[src/rtl/matrix_deskew_collector.sv]
// -----------------------------------------------------------------------------
// matrix_deskew_collector
//
// Receive end of the systolic datapath. The PE array delivers its results as
// a diagonally skewed stream, with one lane per output column. This block
// undoes that skew and assembles a complete ROWS x COLS result matrix. The
// matrix is then held on a valid/ready output until the consumer takes it.
//
// A beat is a rising edge with in_valid && in_ready. On beat k, lane j is
// stored into matrix_C[k-j][j] when 0 <= k-j <= ROWS-1; every other lane is
// ignored on that beat. A matrix is complete after NBEATS = ROWS+COLS-1 beats.
//
// Parameters:
//   WIDTH  element width in bits
//   ROWS   result matrix rows    (>= 1)
//   COLS   result matrix columns (>= 1), equal to the number of array lanes
//
// Ports:
//   clk          system clock, rising edge
//   rst_n        synchronous active-low reset
//   in_valid     skewed lane data valid
//   in_ready     collector can accept a beat (low only while a matrix is held)
//   in_data      lane j = array output column j
//   matrix_C     assembled result matrix, registered
//   out_valid    matrix_C complete and stable, registered
//   out_ready    consumer accepts matrix_C
//   busy         capture in progress, registered
//   stall_count  (only with COLLECT_STALL_COUNT_EN) cycles spent waiting for
//                beats in the middle of a capture, saturating at 16'hFFFF
//
// Optional feature macro: COLLECT_STALL_COUNT_EN
// -----------------------------------------------------------------------------
module matrix_deskew_collector #(
    parameter int WIDTH = 32,
    parameter int ROWS  = 2,
    parameter int COLS  = 2
) (
    input  logic             clk,
    input  logic             rst_n,
    input  logic             in_valid,
    output logic             in_ready,
    input  logic [WIDTH-1:0] in_data  [COLS],
    output logic [WIDTH-1:0] matrix_C [ROWS][COLS],
    output logic             out_valid,
    input  logic             out_ready,
    output logic             busy
`ifdef COLLECT_STALL_COUNT_EN
    ,
    output logic [15:0]      stall_count
`endif
);

    localparam int NBEATS = ROWS + COLS - 1;
    localparam int KW     = (NBEATS > 1) ? $clog2(NBEATS) : 1;

    localparam logic [KW-1:0] K_ZERO = KW'(32'd0);
    localparam logic [KW-1:0] K_ONE  = KW'(32'd1);
    localparam logic [KW-1:0] K_LAST = KW'(NBEATS - 1);

    typedef enum logic [1:0] {
        ST_IDLE    = 2'd0,
        ST_CAPTURE = 2'd1,
        ST_FULL    = 2'd2
    } state_t;

    state_t           state_r;
    state_t           next_state_s;
    logic [KW-1:0]    k_r;
    logic [KW-1:0]    next_k_s;
    logic             beat_s;
    logic             out_valid_r;
    logic             busy_r;
    logic [WIDTH-1:0] matrix_r [ROWS][COLS];

    // Backpressure depends only on the state. While a matrix is held, no beat
    // is taken, even if the consumer accepts it in that same cycle.
    assign in_ready = (state_r != ST_FULL);
    assign beat_s   = in_valid && in_ready;

    assign out_valid = out_valid_r;
    assign busy      = busy_r;
    assign matrix_C  = matrix_r;

    // Next-state and beat-index logic. The index advances only on beats, so
    // idle input cycles do not disturb the skew alignment.
    always_comb begin
        next_state_s = state_r;
        next_k_s     = k_r;
        case (state_r)
            ST_IDLE: begin
                if (beat_s) begin
                    if (NBEATS == 1) begin
                        next_state_s = ST_FULL;
                        next_k_s     = K_ZERO;
                    end else begin
                        next_state_s = ST_CAPTURE;
                        next_k_s     = K_ONE;
                    end
                end else begin
                    next_state_s = ST_IDLE;
                    next_k_s     = K_ZERO;
                end
            end
            ST_CAPTURE: begin
                if (beat_s) begin
                    if (k_r == K_LAST) begin
                        next_state_s = ST_FULL;
                        next_k_s     = K_ZERO;
                    end else begin
                        next_state_s = ST_CAPTURE;
                        next_k_s     = k_r + K_ONE;
                    end
                end else begin
                    next_state_s = ST_CAPTURE;
                    next_k_s     = k_r;
                end
            end
            ST_FULL: begin
                if (out_valid_r && out_ready) begin
                    next_state_s = ST_IDLE;
                end else begin
                    next_state_s = ST_FULL;
                end
                next_k_s = K_ZERO;
            end
            default: begin
                next_state_s = ST_IDLE;
                next_k_s     = K_ZERO;
            end
        endcase
    end

    // State, beat index and registered status flags. The flags are decoded
    // from the next state so that they line up with state_r.
    always_ff @(posedge clk) begin
        if (!rst_n) begin
            state_r     <= ST_IDLE;
            k_r         <= K_ZERO;
            out_valid_r <= 1'b0;
            busy_r      <= 1'b0;
        end else begin
            state_r     <= next_state_s;
            k_r         <= next_k_s;
            out_valid_r <= (next_state_s == ST_FULL);
            busy_r      <= (next_state_s == ST_CAPTURE);
        end
    end

    // Matrix storage. Element [r][c] is written only on the beat with
    // k == r + c, so it is written exactly once per matrix. Until then it keeps
    // its value from the previous matrix.
    always_ff @(posedge clk) begin
        for (int r = 0; r < ROWS; r++) begin
            for (int c = 0; c < COLS; c++) begin
                if (!rst_n) begin
                    matrix_r[r][c] <= {WIDTH{1'b0}};
                end else if (beat_s && (k_r == KW'(r + c))) begin
                    matrix_r[r][c] <= in_data[c];
                end
            end
        end
    end

`ifdef COLLECT_STALL_COUNT_EN
    logic [15:0] stall_count_r;

    assign stall_count = stall_count_r;

    // Counts the input bubbles inside one capture. It restarts on the first
    // beat of a new matrix and then holds its value until that point.
    always_ff @(posedge clk) begin
        if (!rst_n) begin
            stall_count_r <= 16'h0000;
        end else if ((state_r == ST_IDLE) && beat_s) begin
            stall_count_r <= 16'h0000;
        end else if ((state_r == ST_CAPTURE) && !in_valid && (stall_count_r != 16'hFFFF)) begin
            stall_count_r <= stall_count_r + 16'h0001;
        end
    end
`endif

endmodule

[config.mk]
export PLATFORM = sky130hd
export DESIGN_NAME = matrix_deskew_collector
export DESIGN_NICKNAME = d
export VERILOG_FILES = /design/src/rtl/matrix_deskew_collector.sv
export SDC_FILE = /design/constraint.sdc
export NUM_CORES = 1
export LEC_CHECK = 0
export BUFFER_PORTS_ARGS = -buffer_cell sky130_fd_sc_hd__buf_2
export CAP_MARGIN = 25
export CORE_MARGIN = 10
export CORE_UTILIZATION = 52
export CTS_CLUSTER_DIAMETER = 120
export DETAILED_ROUTE_END_ITERATION = 8
export HOLD_SLACK_MARGIN = 0.12
export PLACE_DENSITY = 0.84
export SKIP_LAST_GASP = 1
export SLEW_MARGIN = 20
export SYNTH_ARGS = -nofsm -noshare
export SYNTH_HDL_FRONTEND = slang
export SYNTH_SLANG_ARGS = --single-unit
[constraint.sdc]
create_clock -name clk -period 3.4 [get_ports clk]
set_input_delay 0.34 -clock clk [delete_from_list [all_inputs] [get_ports clk]]
set_output_delay 0.34 -clock clk [all_outputs]
set_load 0.1 [all_outputs]
==> reports/summary.txt <==
status - finished, final reports clean
Final #Nets - 827
pin count of the biggest net entering global routing - 107
routability congestion estimate from global placement - 0.759
peak supply drop - 0.332 mV
DRT antenna net count - 0
count of fill cells added during filler insertion - 660
slowest CP cell - sky130_fd_sc_hd__buf_2
Routed WL per cell - 16.7 microns
Overall Global Routing Usage - 0.204
final number of max-transition violations - 0
Horiz. Die Dim - 120 microns
worst hold path type - in2reg
area of the die - 0.0143 sq mm
Chip Height - 120 microns
leading area contributor after synthesis - sky130_fd_sc_hd__dfxtp_1
most used standard cell by instance count after synthesis - sky130_fd_sc_hd__nand2_1
maximum buffer depth of the clock tree - 2
cells after synthesis - 512
power per unit of standard cell area - 582 mW/mm^2
largest cells by area after synthesis - sky130_fd_sc_hd__dfxtp_1 (52%), sky130_fd_sc_hd__mux2i_1 (25%), sky130_fd_sc_hd__nand2_1 (14%)
Iter 0 DRT Violations - 265
setup slack on the worst flop-to-flop path - 1.52 ns
max-cap check violation count - 0
type of origin of the critical path - flop
Buffers & Inverters on Critical Path - 1
Slew headroom - 0.561
CP endpoint kind - output pin
number of port buffers - 198
final hold violation count - 0
utilization of the core after routing - 0.746
number of antenna violations at the first check in global routing - 1
clock skew after layout - 0.00947 ns
CTS resizes - 0
vias per inst - 4.97
async set-or-reset flop fraction in the synthesized netlist - 0
non-filler instance count after layout - 906
effective utilization at floorplan - 0.529
clock root cell - sky130_fd_sc_hd__clkbuf_8
HPWL after detailed placement - 9.88 mm
transition time of the tightest slew-check pin - 0.658 ns
clock latency of the later-clocked register in the worst-skew pair - 0.51 ns
number of buffers created by CTS - 17
global-route wire length before repair - 23.8 mm
Total Wirelength - 15.1 mm
cell count after placement - 811
Worst Setup Path Type - reg2out
Final Cycle Share - 0.563
Max Fanout on Critical Path - 7
row count - 36
post-layout instance area - 0.00726 sq mm
fraction of final layout cells with drive strength greater than 1 - 0.303
synthesized netlist net count - 580
Critical Path RT - 3.06 ns
worst stage delay on the critical path - 0.44 ns
sequential cell area fraction in the yosys report - 0.521
number of flops mapped to enable cells by yosys - 0
total DRC errors in the routed layout - 0
Synth warnings - 0
data arrival time of the critical path - 1.57 ns
number of sinks on the clock net - 134
average footprint of a synthesized cell - 10.1 sq um
Synth top area share - 0.521
leading register cell type out of synthesis - sky130_fd_sc_hd__dfxtp_1
vias in the first global route - 4824
first-pass detailed-route iteration total - 5
number of top-level pins - 199
routed vias - 4507
number of distinct library cell variants in the gate-level netlist after synthesis - 25
Cell Area, Placed - 0.00605 sq mm
total leakage power - 4.03 nW
Placeable Area - 0.00973 sq mm
fmax - 522 MHz
minimum clock period - 1.91 ns
clock transition time at the flip-flop clock pins of the worst setup and hold paths - 0.06 ns
Worst path top cell family by delay - buffers and inverters
relative area change from synthesis to final layout - 40.9%
count of H-tree levels built during CTS - 4
Overflow after GRT - 0
total of flip-flops plus latches after synthesis - 134
clock tree from TritonCTS - yes
Critical Path, Cell by Cell - nand2b_4 > buf_2
final-report setup violation count - 0
post-synth design cell area - 0.00515 sq mm
synth cell count leaders - sky130_fd_sc_hd__nand2_1 (195), sky130_fd_sc_hd__dfxtp_1 (134), sky130_fd_sc_hd__mux2i_1 (128)
setup repair after global routing missed its margin - false
setup_tns - 0 ns
cells by family after synthesis:
kind of cell | synth area share
AO/OA/AOI/OAI | 0.0112
buffers and inverters | 0.0632
flip-flops | 0.521
multiplexers | 0.251
AND/OR/NAND/NOR | 0.154
registers in the layout, summed over array words and instances (netlist names):
name / count
matrix_C: 128
k_r: 2
state_r: 2
busy: 1
out_valid: 1
tightest hold or removal path: stages:
cell and delay (ns):
sky130_fd_sc_hd__buf_2 0.11, sky130_fd_sc_hd__nand2_1 0.08, sky130_fd_sc_hd__mux2i_1 0.08
layout by cell type, fill, tap and decap left out, drive strengths merged:
| cell | instances |
|---|---|
| dlygate4sd3 | 62 |
| nand3 | 1 |
| nand3b | 1 |
| inv | 1 |
| clkinv | 4 |
| nand4b | 1 |
| nand2 | 195 |
| mux2i | 128 |
| nand4 | 1 |
| nor2 | 2 |
| nand2b | 1 |
| clkinvlp | 2 |
| a21oi | 1 |
| a41oi | 2 |
| clkbuf | 23 |
| o21ai | 2 |
| nor2b | 1 |
| dfxtp | 134 |
| a21boi | 1 |
| mux2 | 1 |
| buf | 203 |
| diode | 1 |
| o2bb2ai | 2 |
| bufinv | 3 |
what timing repair did:
item / in CTS / in global routing
hold buffers: 62 / 0
endpoints found under the hold margin: 121 / 0
setup buffers: 0 / 0
power by group:
| group | internal (mW) | switching (mW) |
|---|---|---|
| clock network | 1.15 | 0.638 |
| logic | 0.181 | 0.588 |
| registers | 1.63 | 0.0342 |
area by class of cell:
class	count	area, sq um	area share
Timing Repair Buffer	265	1680	0.231
Clock inverter	9	125	0.0172
Tap cell	133	166	0.0229
Inverter	1	3.75	0.000517
Antenna cell	1	2.50	0.000345
Clock buffer	23	457	0.0629
Sequential cell	134	2680	0.370
Multi-Input combinational cell	340	2140	0.295
per-stage QoR:
step           hold WS, ns  setup WS, ns  total power, mW
6_report             0.155          1.49             4.22
3_3_place_gp         0.441          1.61             2.39
2_1_floorplan        0.501          1.95             2.28
5_1_grt              0.139          1.42             4.36
3_5_place_dp         0.450          1.55             2.40
4_1_cts              0.126          1.47             4.24
layer usage:
metal | GRT usage | part of all wire
met3 | 0.0863 | 0.093
met4 | 0.0882 | 0.023
met2 | 0.350 | 0.49
met5 | 0 | 0
met1 | 0.214 | 0.40
worst paths after layout:
| check | startpoint | endpoint | cells past startpoint |
|---|---|---|---|
| setup reg to reg | state_r[0]$_SDFF_PN0_ | matrix_C[127]$_SDFFE_PN0P_ | 4 |
| hold / removal | in_data[20] | matrix_C[84]$_SDFFE_PN0P_ | 3 |
| setup / recovery | state_r[0]$_SDFF_PN0_ | in_ready | 2 |
| hold reg to reg | matrix_C[62]$_SDFFE_PN0P_ | matrix_C[62]$_SDFFE_PN0P_ | 2 |
(Power assumes the default switching activity.)
